File: src/rtl/qq_cmd_frontend.sv
// qq_cmd_frontend: command FIFO, one-at-a-time issue FSM and in-order response collector for the QuickQueue.
module qq_cmd_frontend #(
  parameter int W      = 32,
  parameter int D      = 4,
  parameter int FD     = 4,
  parameter int OP_LAT = 3
) (
  input  logic                     clk,
  input  logic                     rst,
  input  logic                     cmd_valid,
  output logic                     cmd_ready,
  input  logic                     cmd_op,
  input  logic [W-1:0]             cmd_data,
  output logic                     enq,
  output logic                     deq,
  output logic [W-1:0]             data_lt_i,
  output logic [31:0]              array_size,
  input  logic [W-1:0]             q_data,
  output logic                     rsp_valid,
  input  logic                     rsp_ready,
  output logic [W-1:0]             rsp_data,
  output logic                     rsp_err,
  output logic [$clog2(D+1)-1:0]   count
);
  localparam int PW = $clog2(FD);
  localparam int CW = $clog2(D+1);
  localparam int LW = $clog2(OP_LAT) + 1;
  typedef enum logic [1:0] {IDLE, ISSUE, WAIT, RESP} state_t;
  state_t         state_q, state_d;
  logic [W:0]     mem_q [FD];
  logic [W:0]     mem_d [FD];
  logic [PW:0]    wr_q, wr_d, rd_q, rd_d;
  logic [CW-1:0]  count_q, count_d;
  logic [LW-1:0]  lat_q, lat_d;
  logic           op_q, op_d;
  logic [W-1:0]   rsp_data_q, rsp_data_d;
  logic           rsp_err_q, rsp_err_d;
  logic           push, pop, empty, can_enq, can_deq, head_op;
  logic [W-1:0]   head_data;
  assign empty            = wr_q == rd_q;
  assign cmd_ready        = (wr_q - rd_q) != (PW+1)'(FD);
  assign push             = cmd_valid && cmd_ready;
  assign pop              = state_q == ISSUE;
  assign {head_op, head_data} = mem_q[rd_q[PW-1:0]];
  assign can_enq          = !head_op && count_q != CW'(D);
  assign can_deq          = head_op && count_q != '0;
  // Pulses are masked during reset so a stale ISSUE state cannot reach the queue.
  assign enq              = !rst && pop && can_enq;
  assign deq              = !rst && pop && can_deq;
  assign data_lt_i        = enq ? head_data : '0;
  assign array_size       = 32'(D);
  assign rsp_valid        = state_q == RESP;
  assign rsp_data         = rsp_data_q;
  assign rsp_err          = rsp_err_q;
  assign count            = count_q;
  always_comb begin
    state_d    = state_q;
    mem_d      = mem_q;
    wr_d       = wr_q + (PW+1)'(push);
    rd_d       = rd_q + (PW+1)'(pop);
    count_d    = count_q;
    lat_d      = lat_q;
    op_d       = op_q;
    rsp_data_d = rsp_data_q;
    rsp_err_d  = rsp_err_q;
    if (push) mem_d[wr_q[PW-1:0]] = {cmd_op, cmd_data};
    case (state_q)
      IDLE:  state_d = empty ? IDLE : ISSUE;
      ISSUE: begin
        op_d  = head_op;
        lat_d = LW'(OP_LAT - 1);
        if (can_enq || can_deq) begin
          count_d = can_enq ? count_q + CW'(1) : count_q - CW'(1);
          state_d = WAIT;
        end else begin
          rsp_err_d  = 1'b1;
          rsp_data_d = '0;
          state_d    = RESP;
        end
      end
      WAIT: begin
        if (lat_q == '0) begin
          rsp_data_d = op_q ? q_data : '0;
          rsp_err_d  = 1'b0;
          state_d    = RESP;
        end else begin
          lat_d = lat_q - LW'(1);
        end
      end
      default: state_d = rsp_ready ? IDLE : RESP;
    endcase
  end
  always_ff @(posedge clk) mem_q <= mem_d;
  always_ff @(posedge clk) begin
    if (rst) begin
      state_q    <= IDLE;
      wr_q       <= '0;
      rd_q       <= '0;
      count_q    <= '0;
      lat_q      <= '0;
      op_q       <= 1'b0;
      rsp_data_q <= '0;
      rsp_err_q  <= 1'b0;
    end else begin
      state_q    <= state_d;
      wr_q       <= wr_d;
      rd_q       <= rd_d;
      count_q    <= count_d;
      lat_q      <= lat_d;
      op_q       <= op_d;
      rsp_data_q <= rsp_data_d;
      rsp_err_q  <= rsp_err_d;
    end
  end
endmodule

File: config.mk
export PLATFORM = sky130hd
export DESIGN_NAME = qq_cmd_frontend
export DESIGN_NICKNAME = d
export VERILOG_FILES = /design/src/rtl/qq_cmd_frontend.sv
export SDC_FILE = /design/constraint.sdc
export NUM_CORES = 1
export LEC_CHECK = 0
export CAP_MARGIN = 40
export CORE_MARGIN = 1
export CORE_UTILIZATION = 46
export CTS_CLUSTER_SIZE = 30
export DETAILED_ROUTE_END_ITERATION = 10
export HOLD_SLACK_MARGIN = 0.12
export PLACE_DENSITY = 0.85
export SYNTH_ARGS = -nofsm -noshare
export SYNTH_HDL_FRONTEND = slang
export SYNTH_SLANG_ARGS = --single-unit
File: constraint.sdc
create_clock -name clk -period 4 [get_ports clk]
set_input_delay 0.8 -clock clk [delete_from_list [all_inputs] [get_ports clk]]
set_output_delay 0.8 -clock clk [all_outputs]
set_load 0.02 [all_outputs]
; Yosys cells after proc, flatten, opt, wreduce, memory -nomap -nowiden
; Index checks and enable logic that the tools add are counted.
[totals]
reg_bits = 180
inputBits = 69
out_inout_bits = 104
word_cells = 71
[op_classes]
n_addsub = 6
order_cmp = 3
n_eq_ne = 9
muxes = 22
bitwise = 2
n_reduce_logical = 17
[op_table]
columns = operator, count
row1 = $bwmux 132, 1
row2 = $mux 32, 4
row3 = $mux 33, 3
row4 = $bmux 33 s2, 1
row5 = $demux 33 s2, 1
row6 = $pmux 32 s2, 1
row7 = $logic_and 1x1->1, 7
row8 = $add 3x1->3, 2
row9 = $ge 3x3->1 const B, 2
row10 = $mux 3, 2
row11 = $ne 2x2->1 const B, 3
row12 = $ne 3x3->1 const B, 2
row13 = $not 2->3, 2
row14 = $pmux 2 s3, 1
row15 = $pmux 3 s2, 1
row16 = $sub 3x1->3 const B, 2
row17 = $eq 2x2->1 const B, 2
row18 = $mux 1, 4
row19 = $mux 2, 2
row20 = $reduce_and 2->1, 2
row21 = $add 3x1->3 const B, 1
row22 = $eq 3x3->1, 1
row23 = $logic_not 3->1, 1
row24 = $lt 3x1->1 const B, 1
row25 = 9 further kinds, 10

; Longest topological paths before layout
; Gate-level depths: netlist of run 1.
[logic_depth]
ltp_word = 9
depth_mapped = 12

; Worst setup path before layout of run 1
; Ideal clock, no wire load.
[synth_timing]
kind = register -> register
startpoint = reg rd_q[1]
endpoint = reg mem_q[100] in the netlist's numbering (enable)
arrival_ps = 3939
t_required_ps = 3536
path_slack_ps = -404
stages_incl_launch_ff = 9
path_buffers = 2
path_cell_list = dfxtp_1 clkbuf_1 clkbuf_1 inv_1 ha_1 nand2b_1 xnor2_1 a31o_2 nor3_1
[synth_via]
elab_chain_cells = 3
[synth_rtl]
columns = element, line_no
row1 = from (decl), 32  ; logic [PW:0] wr_q, wr_d, rd_q, rd_d;
row2 = from (signal assigned), 107  ; rd_q <= rd_d;
row3 = $sub 3x3->3, 41  ; assign cmd_ready = (wr_q - rd_q) != (PW+1)'(FD);
row4 = $ne 3x3->1, 41
row5 = $logic_and 1x1->1, 42  ; assign push = cmd_valid && cmd_ready;
row6 = to (signal assigned), 93  ; always_ff @(posedge clk) mem_q <= mem_d;
row7 = to (decl), 30  ; logic [W:0] mem_q [FD];
; No other way between the ends.
; A chain may end at the register's enable or synchronous reset.

; Worst setup path in the final report of run 1
[layout_timing]
startpoint = reg rd_q[0]
endpoint = out data_lt_i[6]
[layout_via]
elab_chain_cells = 8
[layout_rtl]
columns = element, line_no
row1 = $not 2->3 (implied by the code) *, 44  ; assign {head_op, head_data} = mem_q[rd_q[PW-1:0]];
row2 = $bmux 33 s2 *, 44
row3 = $mux 33 (implied by the code) * (2 in series), 44
row4 = $logic_not 1->1, 45  ; assign can_enq = !head_op && count_q != CW'(D);
row5 = $logic_and 1x1->1, 45
row6 = $logic_and 1x1->1, 48  ; assign enq = !rst && pop && can_enq;
row7 = $mux 32 *, 50  ; assign data_lt_i = enq ? head_data : '0;
row8 = to (decl), 16  ; output logic [W-1:0] data_lt_i,
; Every way passes the cells marked *; elsewhere a longest branch is shown, timed or not. The select of a mux whose other input is x is not followed.

==> results.yml, run 1 <==
finish:
  final_cells: 868
  fin_util_pct: 60.6
  nFillCells: 1188
  syn_to_final_growth_pct: 26.9
  layout.nets: 721
  drive_above_1_share_pct: 17.6
  num_antenna_cells: 0
clock_network:
  tritoncts: "built"
  cts_made_buffers: 17
  clkSinkCount: 180
  post_cts.repair.setup_buffers: 0
  clk-insertion-delay-late_ns: 0.42
  cts_root_buf: "clkbuf_16"
  ctsResizeCount: 0
  clk_pin_slew_ns: 0.07
  cts_buffer_depth: 2
  holdBufCountCts: 0
  htree_levels: 4
pwr:
  p_per_area_nw_per_um2: 530
  p_leak_nw: 3.42
  p_total_mw: 5.15
  ir_drop_mv: 0.283
yosys:
  synth_flop_cell: "edfxtp_1"
  yosys.area.top_type: "edfxtp_1"
  syn_inst: 497
  syn_area_um2: 7660
  ys_seq_area_share_pct: 64.3
  yosys.area.top_type_share_pct: 51.7
  synth-edff-count: 132
  ys_types: 43
  async_flop_share_pct: 0
  ys_warn_count: 0
  ys_seq_elements: 180
  yosys-top-cells-area: "edfxtp_1 (52%), dfxtp_1 (13%), mux4_2 (9.7%)"
  syn_avg_cell_area_um2: 15.4
detailed_routing:
  ant_nets: 0
  viasPerCell: 4.95
  totalWireLength_mm: 14.7
  wl_per_cell_um: 17.0
  first_iter_violations: 267
  first_pass_iters: 4
  drc_errors: 0
  dr_total_vias: 4299
sta:
  slew_headroom_pct: 39.6
  tns_ns: 0
  setup_viol: 0
  rsz0062_at_grt: "false"
  fin_crit_sh_pct: 98.0
  period_needed_ns: 3.92
  setup_ws_ns: 0.0814
  finalClockSkew_ns: 0.00742
  max_slew.worst_pin.slew_ns: 0.906
  hold_viol_final: 0
  maxSlewViolCount: 0
  max_clock_freq_mhz: 255
setup_path:
  crit_path_cell_trace: "mux4_2, a21o_1, or3b_4, nor2b_2, clkdlybuf4s50_1"
  start_kind: "flip-flop"
  path_max_fanout: 33
  crit_slowest_cell: "mux4_2"
  max_stage_delay_ns: 0.64
  required_ns: 3.20
  cp_data_arrival_time_ns: 3.12
  critical_path_class: "flip-flop to output port"
  critPathCaptureType: "output port"
placed_design:
  place_hpwl_mm: 9.61
  placed_cells: 836
  gp_congestion: 0.718
  dp_slack_ns: 0.421
  port_buffers: 140
die:
  io_pins: 173
  die_w_um: 131
  initial_utilization_pct: 47.7
  dieArea_um2: 17200
  die_y_um: 131
  coreArea_um2: 16100
  placementRows: 46
min_path:
  min_path_type: "flip-flop to flip-flop"
grt:
  grt_max_degree: 51
  grt_use_total_pct: 18.5
  grt.overflow.total: 0
  grt_pass1_vias: 4482
  grt_pass1_wl_mm: 23.1
  antenna_found_initial: 0
status:
  outcome: "finished clean"
flow_run:
  cap_violations: 0
## synth_stat cells (all sizes together), types with 2 or more instances
cell	number
nand2b	34
nand3	2
nor3	2
buf	44
mux2i	37
mux4	33
nor2	11
nand2	39
xnor2	4
and3	2
a21oi	4
conb	2
xor2	2
inv	12
clkbuf	13
o21ai	7
dfxtp	48
edfxtp	132
ha	12
nor2b	39
## final timing paths
| path | slack, ns | startpoint | depth (start not counted) | end |
|---|---|---|---|---|
| setup / recovery | 0.08 | rd_q[0]$_SDFF_PP0_ | 5 | data_lt_i[6] |
| hold / removal | 0.47 | rsp_data[13]$_SDFFE_PP0P_ | 2 | rsp_data[13]$_SDFFE_PP0P_ |
| setup reg to reg | 1.00 | rd_q[0]$_SDFF_PP0_ | 8 | mem_q[63]$_DFFE_PP_ |
| hold reg to reg | 0.47 | rsp_data[13]$_SDFFE_PP0P_ | 2 | rsp_data[13]$_SDFFE_PP0P_ |
## worst max-delay path: cells and delay by family (launching register included)
family | cells | cell delay (ns)
AOI/OAI and AO/OA | 1 | 0.22
buffers and inverters | 1 | 0.62
DFF | 1 | 0.36
muxes | 1 | 0.64
and+or+nand+nor | 2 | 0.83
## power breakdown
group / switching, mW / internal, mW
clock network: 0.725 / 0.815
logic: 0.678 / 0.663
registers: 0.0676 / 2.20
## state kept, by name, indices dropped and copies added (netlist names)
register  flops
wr_q          3
state_q       2
count         3
lat_q         3
rsp_err       1
op_q          1
mem_q       132
rsp_data     32
rd_q          3
## final cells by class
cell class	instances	area (um2)	area share, %
clock inverters	14	116	1.20
repair buffers	150	1520	15.6
flip-flops and latches	180	4930	50.7
multi-input cells	278	2420	24.9
clock buffers	18	429	4.41
well taps	216	270	2.78
inverters	12	45.0	0.463
## cells by family after synthesis
logic type / share of synthesized area [%]
other: 0.0980
muxes: 14.5
DFF: 64.3
buffers and inverters: 5.83
adders and majority gates: 2.22
xor gates and xnor gates: 0.784
AOI/OAI and AO/OA: 1.67
and+or+nand+nor: 10.6
## layer usage
layer  vias up  global-route usage [%]  routed length, um
met5         -                       0                  0
met4         0                    6.63                198
met3        18                    6.25               1100
met2       166                    32.4               7450
met1      2094                    21.0               6000
li1       2021                       -                  -
## metrics by stage
stage	cell area [um2]	hold WS, ns
floorplan	7770	0.440
global placement	9130	0.451
detailed placement	9160	0.460
CTS	9700	0.479
global route	9730	0.500
finish	9730	0.474
## cell usage in the layout, fill, tap and decap left out, drive strengths merged, types with 2 or more instances in the layout
master,n
a21oi,4
nor2b,39
conb,32
clkdlybuf4s50,131
mux4,33
nand2,39
mux2i,37
nand3,2
inv,23
ha,12
xnor2,4
o21ai,7
dlymetal6s2s,9
nor3,2
edfxtp,132
dfxtp,48
clkinv,2
nand2b,34
nor2,11
and3,2
xor2,2
clkbuf,18
buf,10
Note: power is estimated with default switching activity, not from simulation.
==> run 2, diff against run 1 <==
--- a/config.mk
+++ b/config.mk
@@ -15,3 +15,4 @@
 export SYNTH_ARGS = -nofsm -noshare
 export SYNTH_HDL_FRONTEND = slang
 export SYNTH_SLANG_ARGS = --single-unit
+export TNS_END_PERCENT = 10
==> results.yml, run 2 (synthesis results as in run 1) <==
status:
  outcome: "finished clean"
sta:
  max_clock_freq_mhz: 256
  period_needed_ns: 3.91
  finalClockSkew_ns: 0.00745
  fin_crit_sh_pct: 97.8
  max_slew.worst_pin.slew_ns: 0.905
  setup_viol: 0
  maxSlewViolCount: 0
  setup_ws_ns: 0.0873
  slew_headroom_pct: 39.7
  rsz0062_at_grt: "false"
  hold_viol_final: 0
setup_path:
  critPathCaptureType: "output port"
  critical_path_class: "flip-flop to output port"
  crit_family: "simple AND/OR/NAND/NOR gates"
  rrSetupSlack_ns: 1.01
  reg2regPathDepth: 8
  endpoint: "data_lt_i[6]"
  required_ns: 3.20
  crit_cells: 5
  max_stage_delay_ns: 0.64
  cp-startpoint: "rd_q[0]$_SDFF_PP0_"
  r2r_start: "rd_q[0]$_SDFF_PP0_"
  critPathBufInv: 1
  crit_slowest_cell: "mux4_2"
  crit_path_cell_trace: "mux4_2, a21o_1, or3b_4, nor2b_2, clkdlybuf4s50_1"
  start_kind: "flip-flop"
  r2r-end: "mem_q[63]$_DFFE_PP_"
  cp_data_arrival_time_ns: 3.11
  path_max_fanout: 33
die:
  die_y_um: 131
  io_pins: 173
  initial_utilization_pct: 47.7
  placementRows: 46
  coreArea_um2: 16100
  dieArea_um2: 17200
  die_w_um: 131
grt:
  grt_use_total_pct: 18.5
  grt_pass1_wl_mm: 23.1
  grt.overflow.total: 0
  met3_usage_pct: 6.25
  grt_max_degree: 51
  gr-usage-met2_pct: 32.4
  grt_pass1_vias: 4482
  busiest_layer: "met2"
  antenna_found_initial: 0
  grt.met1_usage_pct: 21.0
finish:
  largest_reg_flops: 132
  final_cells: 868
  layout_commonest_cell: "edfxtp_1"
  nFillCells: 1188
  register_area_um2: 4930
  finish.instance_area_um2: 9730
  fin_util_pct: 60.6
  multi_input_area_um2: 2420
  layout.nets: 721
  syn_to_final_growth_pct: 26.9
  top_register: "mem_q"
  drive_above_1_share_pct: 17.6
  num_antenna_cells: 0
  layout_common_cells: "edfxtp_1 (132), clkdlybuf4s50_1 (131), dfxtp_1 (46)"
pwr:
  ir_drop_mv: 0.283
  p_per_area_nw_per_um2: 530
  p_total_mw: 5.15
  p_leak_nw: 3.42
detailed_routing:
  dr_total_vias: 4313
  drc_errors: 0
  viasPerCell: 4.97
  wl_per_cell_um: 17.0
  first_iter_violations: 279
  ant_nets: 0
  totalWireLength_mm: 14.7
  first_pass_iters: 4
placed_design:
  placed_cells: 836
  place_hpwl_mm: 9.61
  port_buffers: 140
  dp_slack_ns: 0.421
  gp_congestion: 0.718
  dpl_cell_area_um2: 9160
clock_network:
  cts_buffer_depth: 2
  cts_made_buffers: 17
  tritoncts: "built"
  cts_root_buf: "clkbuf_16"
  clk_pin_slew_ns: 0.07
  htree_levels: 4
  clk-insertion-delay-late_ns: 0.42
  holdBufCountCts: 0
  clkSinkCount: 180
min_path:
  min_path_type: "flip-flop to flip-flop"
flow_run:
  cap_violations: 0
[run 2: tightest hold or removal path, delay by kind of cell, from the launching register on]
family | cells | cell delay, ns
multiplexers | 1 | 0.06
AND/OR/NAND/NOR | 1 | 0.06
flip-flops | 1 | 0.31
[run 2: repair_timing]
item | CTS | global route
endpoints found under the setup margin | 0 | 9
buffers inserted | 0 | 0
resized for setup | 0 | 9
[run 2: layout make-up]
type | count | share of cell area (%)
clock buffer | 18 | 4.41
clock inverter | 14 | 1.20
inverter | 12 | 0.463
multi-input combinational | 278 | 24.9
sequential | 180 | 50.7
tap | 216 | 2.78
timing repair buffer | 150 | 15.6
[run 2: power breakdown]
| group | switching [mW] | leakage [nW] | internal (mW) | total (mW) |
|---|---|---|---|---|
| Clock | 0.726 | 0.272 | 0.815 | 1.54 |
| Combinational | 0.678 | 1.55 | 0.663 | 1.34 |
| Sequential | 0.0676 | 1.60 | 2.20 | 2.27 |
[run 2: how the worst min path moves through the flow]
stage                                          from  slack (ns)                   endpoint  depth (start not counted)
after global placement        lat_q[0]$_SDFFE_PP0P_        0.45      lat_q[0]$_SDFFE_PP0P_                          2
after detailed placement  rsp_data[13]$_SDFFE_PP0P_        0.46  rsp_data[13]$_SDFFE_PP0P_                          2
after CTS                  rsp_data[5]$_SDFFE_PP0P_        0.48   rsp_data[5]$_SDFFE_PP0P_                          2
after floorplan               lat_q[0]$_SDFFE_PP0P_        0.44      lat_q[0]$_SDFFE_PP0P_                          2
after global routing      rsp_data[12]$_SDFFE_PP0P_        0.50  rsp_data[12]$_SDFFE_PP0P_                          2
final                     rsp_data[13]$_SDFFE_PP0P_        0.47  rsp_data[13]$_SDFFE_PP0P_                          2
[run 2: metrics by stage]
stage                     TNS (ns)  hold WS [ns]
after floorplan             -26.66         0.440
after detailed placement         0         0.460
final                            0         0.474
after global placement           0         0.451
after CTS                        0         0.479
after global routing             0         0.500
[run 2: per-layer routing]
metal	wire, um	up-vias
li1	-	2022
met1	5950	2105
met2	7460	168
met3	1110	18
met4	198	0
met5	0	-
==> run 3, diff against run 2 <==
--- a/config.mk
+++ b/config.mk
@@ -5,12 +5,12 @@
 export SDC_FILE = /design/constraint.sdc
 export NUM_CORES = 1
 export LEC_CHECK = 0
-export CAP_MARGIN = 40
+export CAP_MARGIN = 30
 export CORE_MARGIN = 1
 export CORE_UTILIZATION = 46
 export CTS_CLUSTER_SIZE = 30
 export DETAILED_ROUTE_END_ITERATION = 10
-export HOLD_SLACK_MARGIN = 0.12
+export HOLD_SLACK_MARGIN = 0.06
 export PLACE_DENSITY = 0.85
 export SYNTH_ARGS = -nofsm -noshare
 export SYNTH_HDL_FRONTEND = slang
==> results of run 3 <==
Final layout, timing and power as in run 2 (identical DEF).
